<file path="src/rtl/dft_mode_ctrl.sv">
// dft_mode_ctrl: wraps a DFT core so that one core can compute both DFT and iDFT.
// The iDFT is obtained by conjugating the input, running the forward DFT and
// conjugating the output. A small mode FIFO carries {inv, shift} for every block
// from the input side to the output side, because several blocks may be inside
// the core at the same time.
//
// Handshake: a sample is transferred on any cycle with its *_data_val strobe high;
// a *_block_sync strobe only counts together with the matching data_val. There is
// no back-pressure in either direction.
module dft_mode_ctrl #(
   parameter int IN_W    = 16,
   parameter int OUT_W   = 16,
   parameter int DEPTH   = 4,
   parameter int SHIFT_W = 4
) (
   input  logic                       clk_sys,
   input  logic                       rst_sys,
   // upstream
   input  logic                       block_sync_i,
   input  logic                       data_val_i,
   input  logic [IN_W-1:0]            data_real_i,
   input  logic [IN_W-1:0]            data_imag_i,
   input  logic [11:0]                trans_len_i,
   input  logic                       inv_en_i,
   input  logic [SHIFT_W-1:0]         shift_i,
   // towards the core
   output logic                       core_block_sync_o,
   output logic                       core_data_val_o,
   output logic [IN_W-1:0]            core_data_real_o,
   output logic [IN_W-1:0]            core_data_imag_o,
   output logic [11:0]                core_trans_len_o,
   // from the core
   input  logic                       core_block_sync_i,
   input  logic                       core_data_val_i,
   input  logic [OUT_W-1:0]           core_data_real_i,
   input  logic [OUT_W-1:0]           core_data_imag_i,
   input  logic [11:0]                core_trans_len_i,
   input  logic [10:0]                core_data_index_i,
   // downstream
   output logic                       block_sync_o,
   output logic                       data_val_o,
   output logic [OUT_W-1:0]           data_real_o,
   output logic [OUT_W-1:0]           data_imag_o,
   output logic [11:0]                trans_len_o,
   output logic [10:0]                data_index_o,
   output logic                       inv_en_o,
   // status
   output logic                       fifo_ovf_o,
   output logic                       fifo_unf_o,
   input  logic                       clr_err_i,
   output logic [$clog2(DEPTH):0]     inflight_o
);

   localparam int AW = $clog2(DEPTH);
   localparam int PW = AW + 1;
   localparam int MW = 1 + SHIFT_W;

   localparam logic signed [OUT_W+1:0] OUT_MAX = {3'b000, {(OUT_W-1){1'b1}}};

   // saturating negation on the input sample width
   function automatic logic [IN_W-1:0] neg_in(input logic [IN_W-1:0] x);
      if (x == {1'b1, {(IN_W-1){1'b0}}}) return {1'b0, {(IN_W-1){1'b1}}};
      return -x;
   endfunction

   // saturating negation on the output sample width
   function automatic logic [OUT_W-1:0] neg_out(input logic [OUT_W-1:0] x);
      if (x == {1'b1, {(OUT_W-1){1'b0}}}) return {1'b0, {(OUT_W-1){1'b1}}};
      return -x;
   endfunction

   // arithmetic right shift with round-half-up; two guard bits keep the rounding
   // add from wrapping, and only the positive side can exceed the output range
   function automatic logic [OUT_W-1:0] scale(input logic [OUT_W-1:0] x,
                                              input logic [SHIFT_W-1:0] sh);
      logic signed [OUT_W+1:0] wide;
      logic signed [OUT_W+1:0] rnd;
      wide = {{2{x[OUT_W-1]}}, x};
      rnd  = '0;
      if (sh != '0) rnd = (OUT_W+2)'(1) << (sh - SHIFT_W'(1));
      wide = (wide + rnd) >>> sh;
      if (wide > OUT_MAX) wide = OUT_MAX;
      return wide[OUT_W-1:0];
   endfunction

   // ---------------------------------------------------------------- mode FIFO
   logic [MW-1:0] mem [DEPTH];
   logic [PW-1:0] wr_ptr, rd_ptr;
   logic [PW-1:0] count;
   logic          full, empty;
   logic          push, pop;
   logic [MW-1:0] push_entry, pop_entry;
   logic          do_wr, do_rd, set_ovf, set_unf;

   assign push       = block_sync_i & data_val_i;
   assign pop        = core_block_sync_i & core_data_val_i;
   assign push_entry = {inv_en_i, shift_i};
   assign count      = wr_ptr - rd_ptr;
   assign full       = (count == PW'(DEPTH));
   assign empty      = (count == '0);
   assign inflight_o = count;

   // FIFO control: a push into an empty FIFO with a same-cycle pop bypasses storage
   always_comb begin
      do_wr     = 1'b0;
      do_rd     = 1'b0;
      set_ovf   = 1'b0;
      set_unf   = 1'b0;
      pop_entry = '0;
      if (pop) begin
         if (!empty) begin
            pop_entry = mem[rd_ptr[AW-1:0]];
            do_rd     = 1'b1;
            do_wr     = push;
         end else if (push) begin
            pop_entry = push_entry;
         end else begin
            set_unf   = 1'b1;
         end
      end else if (push) begin
         if (!full) do_wr   = 1'b1;
         else       set_ovf = 1'b1;
      end
   end

   // FIFO pointers; the extra MSB tells full from empty after wrap-around
   always_ff @(posedge clk_sys or posedge rst_sys) begin
      if (rst_sys) begin
         wr_ptr <= '0;
         rd_ptr <= '0;
      end else begin
         if (do_wr) wr_ptr <= wr_ptr + PW'(1);
         if (do_rd) rd_ptr <= rd_ptr + PW'(1);
      end
   end

   // FIFO storage, needs no reset since the pointers qualify every entry
   always_ff @(posedge clk_sys) begin
      if (do_wr) mem[wr_ptr[AW-1:0]] <= push_entry;
   end

   // sticky error flags, clear wins over a same-cycle set
   always_ff @(posedge clk_sys or posedge rst_sys) begin
      if (rst_sys) begin
         fifo_ovf_o <= 1'b0;
         fifo_unf_o <= 1'b0;
      end else if (clr_err_i) begin
         fifo_ovf_o <= 1'b0;
         fifo_unf_o <= 1'b0;
      end else begin
         if (set_ovf) fifo_ovf_o <= 1'b1;
         if (set_unf) fifo_unf_o <= 1'b1;
      end
   end

   // --------------------------------------------------------------- input path
   logic            in_mode;
   logic            in_inv;
   logic [IN_W-1:0] in_imag;

   // the sync sample uses the new mode directly, later samples the latched one
   always_comb begin
      in_inv  = push ? inv_en_i : in_mode;
      in_imag = in_inv ? neg_in(data_imag_i) : data_imag_i;
   end

   // one register stage towards the core
   always_ff @(posedge clk_sys or posedge rst_sys) begin
      if (rst_sys) begin
         in_mode           <= 1'b0;
         core_block_sync_o <= 1'b0;
         core_data_val_o   <= 1'b0;
         core_data_real_o  <= '0;
         core_data_imag_o  <= '0;
         core_trans_len_o  <= '0;
      end else begin
         if (push) in_mode <= inv_en_i;
         core_block_sync_o <= block_sync_i;
         core_data_val_o   <= data_val_i;
         core_data_real_o  <= data_real_i;
         core_data_imag_o  <= in_imag;
         core_trans_len_o  <= trans_len_i;
      end
   end

   // -------------------------------------------------------------- output path
   logic [MW-1:0]      out_mode;
   logic [MW-1:0]      out_eff;
   logic               out_inv;
   logic [OUT_W-1:0]   out_real, out_imag_sc, out_imag;

   // popped entry applies to the sync sample itself, out_mode to the rest
   always_comb begin
      out_eff     = pop ? pop_entry : out_mode;
      out_inv     = out_eff[SHIFT_W];
      out_real    = scale(core_data_real_i, out_eff[SHIFT_W-1:0]);
      out_imag_sc = scale(core_data_imag_i, out_eff[SHIFT_W-1:0]);
      out_imag    = out_inv ? neg_out(out_imag_sc) : out_imag_sc;
   end

   // one register stage downstream; sample data and mode hold between valids
   always_ff @(posedge clk_sys or posedge rst_sys) begin
      if (rst_sys) begin
         out_mode     <= '0;
         block_sync_o <= 1'b0;
         data_val_o   <= 1'b0;
         data_real_o  <= '0;
         data_imag_o  <= '0;
         trans_len_o  <= '0;
         data_index_o <= '0;
         inv_en_o     <= 1'b0;
      end else begin
         if (pop) out_mode <= pop_entry;
         block_sync_o <= core_block_sync_i;
         data_val_o   <= core_data_val_i;
         trans_len_o  <= core_trans_len_i;
         data_index_o <= core_data_index_i;
         if (core_data_val_i) begin
            data_real_o <= out_real;
            data_imag_o <= out_imag;
            inv_en_o    <= out_inv;
         end
      end
   end

endmodule

</file>
<file path="config.mk">
export PLATFORM = sky130hd
export DESIGN_NAME = dft_mode_ctrl
export DESIGN_NICKNAME = d
export VERILOG_FILES = /design/src/rtl/dft_mode_ctrl.sv
export SDC_FILE = /design/constraint.sdc
export NUM_CORES = 1
export LEC_CHECK = 0
export ABC_AREA = 1
export BUFFER_PORTS_ARGS = -buffer_cell sky130_fd_sc_hd__buf_2
export CORE_AREA = 4 4 153 185
export CTS_CLUSTER_DIAMETER = 150
export DETAILED_ROUTE_END_ITERATION = 6
export DIE_AREA = 0 0 157 189
export SETUP_SLACK_MARGIN = 0.2
export SYNTH_ARGS = -nofsm -noshare
export SYNTH_HDL_FRONTEND = slang
export SYNTH_SLANG_ARGS = --single-unit
</file>
<file path="constraint.sdc">
create_clock -name clk_sys -period 7.2 [get_ports clk_sys]
set_clock_uncertainty 0.2 [all_clocks]
set_input_delay 2.16 -clock clk_sys [delete_from_list [all_inputs] [get_ports clk_sys]]
set_output_delay 2.16 -clock clk_sys [all_outputs]
set_load 0.02 [all_outputs]
</file>
==> flow_results.org, run 1 <==
** Outcome
- Status :: finished clean

** Yosys
- Counting flops and latches in the post-synthesis netlist gives ~140.
- The synthesized design spends more area on one cell type than any other, namely sky130_fd_sc_hd__dfrtp_1.
- Main area contributors after synthesis :: sky130_fd_sc_hd__dfrtp_1, sky130_fd_sc_hd__nand2_1, sky130_fd_sc_hd__nand3_1
- During synthesis, Yosys emitted a total of 0 warnings.
- Average cell area after synthesis :: between 7 and 8 um2
- Number of distinct library cells after synthesis :: 50
- Yosys mapped a number of flops with a built-in enable equal to 20.
- Sequential share of the synthesized area :: around 39%
- The share of synthesized area in the top cell type comes to 32.29%.
- Share of async-settable or async-resettable flops after synthesis :: between 80% and 90%
- Among all flip-flop cells after synthesis, the most frequent one is sky130_fd_sc_hd__dfrtp_1.
- In the synthesized netlist, the number of instances is between 1000 and 1500.
- Post-synthesis instance area :: 0.009145 mm2

** Global route
- The number of global-route vias before repair came to approximately 8800.
- The initial antenna violation count came to 0.
- Maximum number of pins on one net before global-route repair :: approximately 70
- For this run the aggregate overflow at the end of global routing stands at 0.
- Global-route wire length before repair :: approximately 44000 um
- Across every metal layer, demand over resource in global routing totals a little under a fifth.

** Worst setup path
- On the critical path, the stage with the largest delay is an instance of sky130_fd_sc_hd__ha_1.
- Critical Path Max Stage Delay :: slightly below 400 ps
- Worst EP required :: roughly 7400 ps
- Worst Setup Start Kind :: input port
- The worst setup path is of the in -> reg kind.
- Worst path arrival time :: around 6600 ps
- Critical path endpoint category :: register
- Maximum fanout along the worst path :: 12

** Timing
- For the final routed database, the setup TNS stands at 0 ps.
- For this run, the top clock speed supported by timing is 0.1550 GHz.
- Setup repair after global routing left no endpoint under its margin.
- Setup violations remaining at the end of the flow were counted as 0.
- For the pin with the worst max-slew slack, the measured transition is 901.3 ps.
- The worst path needs between 6000 and 7000 ps of the cycle, external delays included.
- Pins Over Slew Limit :: 0
- The final critical path takes up ~90% of the cycle.
- Tightest slew margin relative to the limit :: between 30 and 40%
- The total count of hold-check failures in the final report was 0.

** Layout
- Proportion of layout cells with a drive suffix above 1 :: 25.41%
- Count of nets after finishing :: between 1500 and 2000
- Diodes inserted :: 0
- Fill cells in the final layout number 2762.
- Syn-to-layout area delta :: 23.59%
- Final instance count without filler cells :: roughly 1800
- Leading cell type in the layout, fill and taps excluded :: sky130_fd_sc_hd__nand2_1
- Fraction of the core area covered by cells at the end of the flow :: 42.37%
- Commonest non-fill, non-tap cells in the layout :: sky130_fd_sc_hd__nand2_1, sky130_fd_sc_hd__buf_2, sky130_fd_sc_hd__nand3_1, sky130_fd_sc_hd__dfrtp_1, sky130_fd_sc_hd__inv_1

** Route
- After detailed routing, the number of vias per cell comes to 4.886.
- After detailed routing, the average wire length per cell comes to 14.97 um.
- The first detailed-routing pass took 5 iterations.
- For this block, the initial DRC count from the detailed router was approximately 570.
- Summed over all layers, the routed wires come to 27240 um.
- In the routed design, unresolved DRC markers number 0.
- Residual antenna-violating net count after detailed routing :: 0
- Via count :: just under 9000

** Pwr
- IR analysis of the VDD net gives a maximum drop of a little over 200 uV.
- Power density over the cells :: 444.1 mW/mm2
- Summed over all cells, the static leakage comes to 5.868 nW.

** Clocking
- CTS tree :: built
- CTS Hold Buffers Added :: 0
- Latest clock arrival within the worst-skew pair :: 420 ps
- After clock tree synthesis, the clock-pin slew on the worst setup and hold paths is 60 ps.
- TritonCTS Sinks :: 138
- CTS Buffer Depth :: 2
- In this run, CTS created clock tree buffers numbering 17.
- The H-tree generated during clock tree synthesis spans 4 levels.
- The tree is rooted in a sky130_fd_sc_hd__clkbuf_16.

** Place
- HPWL Detailed :: between 20000 and 25000 um
- Dpl cells :: between 1500 and 2000
- Routability-driven placement finished with a final weighted congestion of roughly 0.95.
- Input and output buffers added on the ports amount to 219.

** Die
- The die is 157 um wide.
- Effective utilization at floorplan :: between 30% and 40%
- After floorplanning, the core was divided into 66 placement rows.
- The floorplan step defined a die boundary enclosing just under 0.03 mm2.
- Chip height :: approximately 190 um
- After floorplanning, the core was sized to cover ~0.027 mm2.
- Number of ports placed on the die boundary :: 220

** Min path
- HP Class :: reg -> reg

** Run
- Across the run, the number of max-cap violations was 0.
-- cells by family after synthesis --
logic type               count (synthesis)  synth area share (%)
AND/OR/NAND/NOR                        720                 36.27
XOR/XNOR                                26                 2.490
adder cells (fa/ha/maj)                 41                 5.856
buffers and inverters                  165                 7.251
AO/OA/AOI/OAI                          147                 9.194
flip-flops                             138                 38.86
other                                    2               0.08212
-- through the flow --
stage          instance area [um2]  total power (W)  setup WS [ps]  hold WS [ps]
5_1_grt                      11300         0.005500          240.1         303.2
2_1_floorplan                 9171         0.003346          224.5         293.6
3_5_place_dp                 10700         0.004199          117.7         265.2
3_3_place_gp                 10700         0.004187          137.3         257.3
6_report                     11300         0.005020          749.4         277.0
4_1_cts                      11250         0.005034          536.3         279.9
-- cell usage after synthesis (8+ instances only) --
| library cell | instances |
|---|---|
| sky130_fd_sc_hd__nor3_1 | 14 |
| sky130_fd_sc_hd__nand3b_1 | 8 |
| sky130_fd_sc_hd__buf_2 | 8 |
| sky130_fd_sc_hd__nand2_1 | 332 |
| sky130_fd_sc_hd__xor2_1 | 20 |
| sky130_fd_sc_hd__nand3_2 | 11 |
| sky130_fd_sc_hd__buf_1 | 9 |
| sky130_fd_sc_hd__nand2_2 | 18 |
| sky130_fd_sc_hd__o21ai_1 | 13 |
| sky130_fd_sc_hd__nor2_1 | 106 |
| sky130_fd_sc_hd__nand4_1 | 13 |
| sky130_fd_sc_hd__nor2_2 | 10 |
| sky130_fd_sc_hd__a21oi_1 | 61 |
| sky130_fd_sc_hd__ha_1 | 38 |
| sky130_fd_sc_hd__edfxtp_1 | 20 |
| sky130_fd_sc_hd__inv_1 | 112 |
| sky130_fd_sc_hd__or2_2 | 15 |
| sky130_fd_sc_hd__inv_2 | 13 |
| sky130_fd_sc_hd__o21ai_0 | 39 |
| sky130_fd_sc_hd__nand3_1 | 171 |
| sky130_fd_sc_hd__clkbuf_1 | 16 |
| sky130_fd_sc_hd__dfrtp_1 | 118 |
-- sequential cells by signal (all words and copies together), names as in the netlist, 3 cells and up --
| name | flops |
|---|---|
| data_index_o | 11 |
| wr_ptr | 3 |
| core_trans_len_o | 12 |
| core_data_real_o | 16 |
| core_data_imag_o | 16 |
| data_imag_o | 16 |
| out_mode | 5 |
| data_real_o | 16 |
| rd_ptr | 3 |
| trans_len_o | 12 |
| mem | 20 |
-- path summary, 6_finish.rpt --
path / startpoint / to / slack [ps] / cells past startpoint
worst max-delay path: block_sync_i / data_imag_o[12] / 750 / 32
worst max register to register: rd_ptr[0] / data_imag_o[12] / 1100 / 35
max in group asynchronous: rst_sys / core_data_real_o[1] / 3900 / 3
worst min register to register: data_imag_o[1] / data_imag_o[1] / 280 / 2
worst min-delay path: data_imag_o[1] / data_imag_o[1] / 280 / 2
min in group asynchronous: rst_sys / core_data_real_o[4] / 1700 / 2
-- critical path: cells and delay by family --
| family | cells | cell delay (ps) |
|---|---|---|
| AND/OR/NAND/NOR | 24 | 2870 |
| adder cells (fa/ha/maj) | 2 | 580 |
| AO/OA/AOI/OAI | 2 | 510 |
| buffers and inverters | 4 | 480 |
-- metal layers --
metal / vias up / part of all wire (%) / wire [um] / GRT usage (%)
li1: 4506 / - / - / -
met1: 4055 / 41 / 11090 / 21.54
met2: 285 / 50 / 13620 / 33.18
met3: 46 / 6.7 / 1813 / 3.452
met4: 0 / 2.6 / 720 / 6.110
met5: - / 0 / 0 / 0
-- area by class of cell --
cell class                      count  area (um2)  share of cell area, %
Tap cell                          340       425.4                  3.764
Timing Repair Buffer              247        1319                  11.67
Sequential cell                   138        3553                  31.44
Clock inverter                     11       97.59                 0.8635
Clock buffer                       19       452.9                  4.008
Inverter                          127       479.2                  4.240
Multi-Input combinational cell    938        4975                  44.02
-- power breakdown --
| part | switching, W | internal (W) | leakage (nW) | total, W |
|---|---|---|---|---|
| sequential | 0.0000938 | 0.000957 | 1.54 | 0.00105 |
| clock | 0.000326 | 0.000487 | 0.259 | 0.000813 |
| combinational | 0.00212 | 0.00104 | 4.07 | 0.00316 |
-- what timing repair did --
action	CTS	global route
setup endpoints to repair	0	16
buffers inserted	0	1
gates resized for setup	0	11
Note: power is estimated with default switching activity, not from simulation.
==> inputs of run 2 (changes only) <==
==> constraint.sdc (replaced) <==
create_clock -name clk_sys -period 7.2 [get_ports clk_sys]
set_clock_uncertainty 0.2 [all_clocks]
set_input_delay 1.44 -clock clk_sys [delete_from_list [all_inputs] [get_ports clk_sys]]
set_output_delay 1.44 -clock clk_sys [all_outputs]
set_load 0.02 [all_outputs]
==> flow_results.org, run 2 (synthesized netlist as in run 1, its figures left out) <==
** Outcome
- The run finished with clean final reports.

** Layout
- The finished layout holds between 1500 and 2000 standard cells, fillers aside.
- Count of nets after finishing :: around 1600
- Leading cell type in the layout, fill and taps excluded :: sky130_fd_sc_hd__nand2_1
- Filler instances :: 2750
- 0 antenna diodes ended up in the layout.
- Commonest non-fill, non-tap cells in the layout :: sky130_fd_sc_hd__nand2_1, sky130_fd_sc_hd__buf_2, sky130_fd_sc_hd__nand3_1, sky130_fd_sc_hd__dfrtp_1, sky130_fd_sc_hd__inv_1
- Cells with a size suffix above 1 make up 24.30% of the layout.
- The register with the most flip-flops in the layout has 20 of them.
- Relative to the synthesized area, the layout overhead comes to 22.89%.

** Pwr
- Worst IR drop on VDD :: 180.2 uV
- Power spread over the standard cell area amounts to approximately 450 mW/mm2.
- Power comes to ~0.0050 W.
- Static power due to leakage :: 5.833 nW

** Clocking
- Clock slew at reported path FFs :: approximately 60 ps
- CTS Buffer Depth :: 2
- TritonCTS built the clock tree.
- In this run, CTS created clock tree buffers numbering 17.
- Clock tree synthesis found a total of roughly 140 sinks.
- CTS root buffer :: sky130_fd_sc_hd__clkbuf_16
- CTS Hold Buffers Added :: 0
- H-tree lvl count :: 4
- Latest clock arrival within the worst-skew pair :: 420 ps

** Global route
- Maximum number of pins on one net before global-route repair :: 63
- For met2 alone, demand over resource in global routing was between 30% and 40%.
- Met3 layer usage reported by global route :: under 10%
- The initial antenna violation count was 0.
- The first global-routing pass estimated ~43000 um of wire.
- Summed over all layers, the global routing overflow is 0.
- Number of global-route vias before repair :: 8652
- Total Routing Usage GR :: a little under a fifth
- Met1 Use GR :: about a fifth
- In this run the most used layer during global routing was met2.

** Timing
- Measured against its own limit, the worst slew margin works out to 46.91%.
- Setup repair after global routing left no endpoint under its margin.
- Count of endpoints failing setup in the final report :: 0
- Setup TNS :: 0 ps
- Subtracting the final worst setup slack from the clock period gives roughly 6400 ps.
- Pins Over Slew Limit :: 0
- Count of endpoints failing hold in the final timing report :: 0
- Slew at the pin with the worst max-slew slack :: a little under 800 ps
- Based on the critical path, the design can be clocked at up to about 0.16 GHz.
- Share of the clock period used by the worst path :: between 80% and 90%

** Worst setup path
- On the worst path, the slowest cell contributes a delay of around 480 ps.
- Data on the critical path is required at its endpoint by around 7400 ps.
- The worst setup path is of the reg -> reg kind.
- In this run the worst path has a maximum fanout of 27.
- STA puts the critical path data arrival time at 6570 ps.
- Worst Setup Start Kind :: register
- The worst setup path is captured at a register.
- Critical-path top delay cell :: sky130_fd_sc_hd__fa_1

** Route
- Residual antenna-violating net count after detailed routing :: 0
- After detailed routing, the average wire length per cell comes to between 10 and 15 um.
- Via count :: between 8000 and 9000
- The first TritonRoute pass finished after 5 iterations.
- Summed over all layers, the routed wires come to 27130 um.
- For this run, design rule violations remaining after detail routing come to 0.
- Dividing the detail-routed via count by the number of cells gives roughly 4.9.
- The detailed router finished its first iteration with ~520 violations.

** Die
- Die area :: slightly below 0.03 mm2
- During I/O placement, the number of pins put on the boundary was 220.
- Number of rows created at floorplan :: 66
- In this run the standard cell core region covers 0.02667 mm2.
- Chip height :: ~190 um
- Die width :: 157 um
- Effective utilization at floorplan :: about 34%

** Place
- Port buffering added around 220 buffers.
- HPWL Detailed :: between 20000 and 25000 um
- The number of placed instances, taps included, is 1776.
- The congestion estimate from routability-driven global placement came to between 0.9 and 1.

** Run
- Number of maximum-capacitance violations :: 0

** Min path
- The min-delay analysis places its worst path in the category reg -> reg.
==> run 2: power by group <==
part,switching (W),leakage [nW],internal [W]
sequential,0.0000867,1.54,0.000957
clock,0.000335,0.287,0.000529
combinational,0.00212,4.00,0.00100
==> run 2: through the flow <==
step | utilization [%] | setup WS, ps | hold WS [ps] | cell area (um2)
2_1_floorplan | - | 536.0 | 293.6 | 9153
3_3_place_gp | 39.72 | 347.1 | 262.7 | 10600
3_5_place_dp | 39.72 | 243.9 | 274.7 | 10600
4_1_cts | 41.97 | 386.7 | 289.9 | 11200
5_1_grt | 42.13 | 213.2 | 322.7 | 11240
6_report | 42.13 | 783.1 | 284.6 | 11240
==> run 2: worst paths after layout <==
path | startpoint | endpoint | slack (ps) | cells after the start
setup reg to reg | wr_ptr[0] | data_imag_o[2] | 780 | 38
hold reg to reg | data_imag_o[1] | data_imag_o[1] | 280 | 2
max in group asynchronous | rst_sys | core_trans_len_o[5] | 4600 | 3
hold / removal | data_imag_o[1] | data_imag_o[1] | 280 | 2
setup / recovery | wr_ptr[0] | data_imag_o[2] | 780 | 38
min in group asynchronous | rst_sys | trans_len_o[5] | 940 | 2
==> run 2: critical path, delay by kind of cell (launching register included) <==
family	cells	cell delay, ps
AND/OR/NAND/NOR	22	2830
flip-flops	1	400
AO/OA/AOI/OAI	5	850
buffers and inverters	7	810
adder cells (fa/ha/maj)	4	1240
==> run 2: layout make-up <==
| cell class | count | area, um2 | area share [%] |
|---|---|---|---|
| Sequential cell | 138 | 3553 | 31.62 |
| Timing Repair Buffer | 234 | 1221 | 10.87 |
| Inverter | 127 | 479.2 | 4.264 |
| Clock inverter | 11 | 107.6 | 0.9575 |
| Tap cell | 340 | 425.4 | 3.785 |
| Clock buffer | 21 | 493.0 | 4.387 |
| Multi-Input combinational cell | 938 | 4959 | 44.12 |
==> run 2: timing repair <==
item,CTS,global route
resized for setup,0,5
setup endpoints to repair,0,16
buffers inserted,0,1
==> run 2: metal layers <==
layer  share of wire, %  vias up
met1                 40     3976
li1                   -     4487
met2                 50      292
met5                  0        -
met3                6.8       48
met4                3.2        0
==> inputs of run 3 (changes only) <==
Settings changed: CTS_CLUSTER_DIAMETER 150 to 50.
Clock period 7.2 ns to 5.7 ns, I/O delays scaled along.
==> flow_results.org, run 3 (synthesized netlist as in run 1, its figures left out) <==
** Pwr
- Power density over the cells :: roughly 590 mW/mm2
- The design draws around 0.0074 W.
- Summed over all cells, the static leakage comes to between 6 and 7 nW.
- Worst IR drop on VDD :: between 200 and 300 uV

** Global route
- Global routing used 18.76% of the available tracks across all layers.
- Global-route wire length before repair :: 44680 um
- Sum of overflow across all layers after global routing :: 0
- Number of global-route vias before repair :: around 9100
- Antenna violations before repair :: 0
- Entering global routing, the biggest net connects 78 pins.

** Route
- Once detail routing completed, the nets flagged for antenna violations numbered 0.
- In the final routed layout, each cell accounts on average for 15.15 um.
- The routed layout has between 9000 and 10000 vias.
- After detailed routing, the number of vias per cell comes to 4.898.
- For this block, the initial DRC count from the detailed router was approximately 340.
- For this block, the routed nets add up to around 29000 um of wire.
- After detailed routing, the number of remaining DRC violations is 0.
- Drt pass-1 iters :: 5

** Clocking
- Counting the buffers created by CTS gives 17.
- After clock tree synthesis, the clock-pin slew on the worst setup and hold paths is approximately 70 ps.
- CTS root buffer :: sky130_fd_sc_hd__clkbuf_16
- The clock passes through at most 2 buffers.
- CTS Hold Buffers Added :: 0
- TritonCTS built the clock tree.
- TritonCTS Sinks :: approximately 140
- Clock latency on the worst-skew pair, taken at its later pin, is 420 ps.
- H-tree lvl count :: 4

** Layout
- Proportion of layout cells with a drive suffix above 1 :: 35.71%
- Syn-to-layout area delta :: 38.04%
- Fill cells in the final layout number 2629.
- At the end of the flow the core is filled with cells to between 40% and 50%.
- Sequential cell area :: roughly 0.0036 mm2
- Flip-flop count of the largest register, all copies and words added :: 20
- Leading cell type in the layout, fill and taps excluded :: sky130_fd_sc_hd__nand2_1
- The number of antenna diodes in the final layout is 0.
- For this run, the post-layout net count is roughly 1700.
- Final instance count without filler cells :: approximately 1900
- Post-layout instance area :: 0.01262 mm2
- Leaving out fill and tap cells, the most frequent cells in the layout are sky130_fd_sc_hd__nand2_1, sky130_fd_sc_hd__buf_2, sky130_fd_sc_hd__nand3_1, sky130_fd_sc_hd__dfrtp_1, sky130_fd_sc_hd__buf_4.
- Multi-input combinational cell area :: between 0.005 and 0.006 mm2

** Worst setup path
- The worst register-to-register path ends at data_imag_o[10].
- Setup slack, reg-to-reg :: 240 ps
- Critical path endpoint category :: register
- Worst R2R Start :: rd_ptr[0]
- For the worst flop-to-flop path, the logic depth is ~40.
- Path type of the worst setup path :: reg -> reg
- Worst Setup Start Kind :: register
- Critical Path Max Stage Delay :: 570 ps
- Most used cell along the critical path :: sky130_fd_sc_hd__nand2_4
- Along the worst path, the maximum fanout reaches 8.
- Worst EP required :: 5850 ps
- Worst path arrival time :: about 5600 ps
- For this design, the slowest cell found on the critical path is sky130_fd_sc_hd__fa_2.

** Timing
- Derived from the worst setup path, the maximum achievable clock frequency is 0.1831 GHz.
- Tightest slew margin relative to the limit :: around two fifths
- After layout, the minimum clock period comes to between 5000 and 6000 ps.
- Slew at the pin with the worst max-slew slack :: approximately 900 ps
- The total count of hold-check failures in the final report was 0.
- Setup repair after global routing could not meet its margin everywhere.
- Count of endpoints failing setup in the final report :: 0
- In the finished design, the share of the clock period the worst path needs comes to 95.80%.
- Adding up every negative setup slack in the final design gives 0 ps.
- Pins Over Slew Limit :: 0

** Die
- The die is about 190 um tall.
- Number of ports placed on the die boundary :: between 200 and 250
- Number of rows created at floorplan :: 66
- Die width :: roughly 160 um
- The total area inside the core boundary comes to 0.02667 mm2.
- Once the floorplan was initialized, standard cells occupied 34.29% of the core.
- The die covers about 0.03 mm2.

** Outcome
- The run finished with clean final reports.

** Place
- Dpl cells :: roughly 1900
- The wire-length estimate of the detail-placed layout is ~23000 um.
- At the end of routability-driven placement, the weighted congestion stood at between 0.9 and 1.
- After detailed placement, the total cell area comes to between 0.01 and 0.015 mm2.
- In this run the tool buffered the top-level ports with approximately 220 buffer cells.

** Min path
- Hold Crit Depth :: 2
- End point of the most critical hold path :: data_imag_o[1]
- Min-Delay Startpoint :: data_imag_o[1]
- The min-delay analysis places its worst path in the category reg -> reg.

** Run
- The tool flagged a number of max-cap violations equal to 0.
run 3: cell count changes in the layout (fill, tap and decap cells not counted), sizes merged:
cell | previous run | this run
clkbuf | 21 | 18
clkinvlp | 3 | 1
clkinv | 6 | 4
inv | 128 | 136
buf | 234 | 331
a21oi | 64 | 65
run 3: worst max path at each step:
stage                         start               to  cells past startpoint
floorplan           core_data_val_i   data_imag_o[2]                     41
global placement       block_sync_i  data_imag_o[14]                     38
detailed placement     block_sync_i  data_imag_o[12]                     35
CTS                       wr_ptr[0]  data_imag_o[12]                     42
global route              rd_ptr[0]   data_imag_o[8]                     39
finish                    rd_ptr[0]  data_imag_o[10]                     41
run 3: metrics by stage:
stage / hold WS [ps] / setup WS [ps]
4_1_cts: 296.4 / 216.1
6_report: 292.0 / 239.2
3_5_place_dp: 271.9 / -79.38
5_1_grt: 313.7 / -115.0
3_3_place_gp: 256.2 / 25.06
2_1_floorplan: 310.2 / 113.5
run 3: metal layers:
layer  part of all wire [%]  routed length (um)  track usage, %
met3                    5.1                1475           3.681
met5                      0                   0               0
met1                     39               11400           20.96
met2                     54               15610           35.82
met4                    1.5                 430           4.942
run 3: worst max-delay path, delay by kind of cell (launching register included):
family / cells / cell delay, ps
adders and majority gates: 5 / 1400
buffers and inverters: 8 / 680
and+or+nand+nor: 27 / 2460
AOI/OAI and AO/OA: 1 / 230
DFF: 1 / 410
run 3: final cells by class:
type,count,share of cell area [%]
multi-input combinational,939,43.69
sequential,138,28.15
timing repair buffer,332,16.07
inverter,127,3.955
clock buffer,17,3.370
tap,340,3.370
clock inverter,15,1.398
run 3: timing repair:
action                                  in CTS  in global routing
pin swaps                                    4                 39
setup buffers                                2                 20
endpoints found under the setup margin      16                 31
cloned                                       0                  2
resized for setup                           15                100
run 3: where the power goes:
group          internal, W  switching (W)  total [W]  leakage (nW)
clock network     0.000629       0.000489    0.00112         0.295
registers          0.00121      0.0000957    0.00130          1.54
logic              0.00189        0.00308    0.00496          4.60
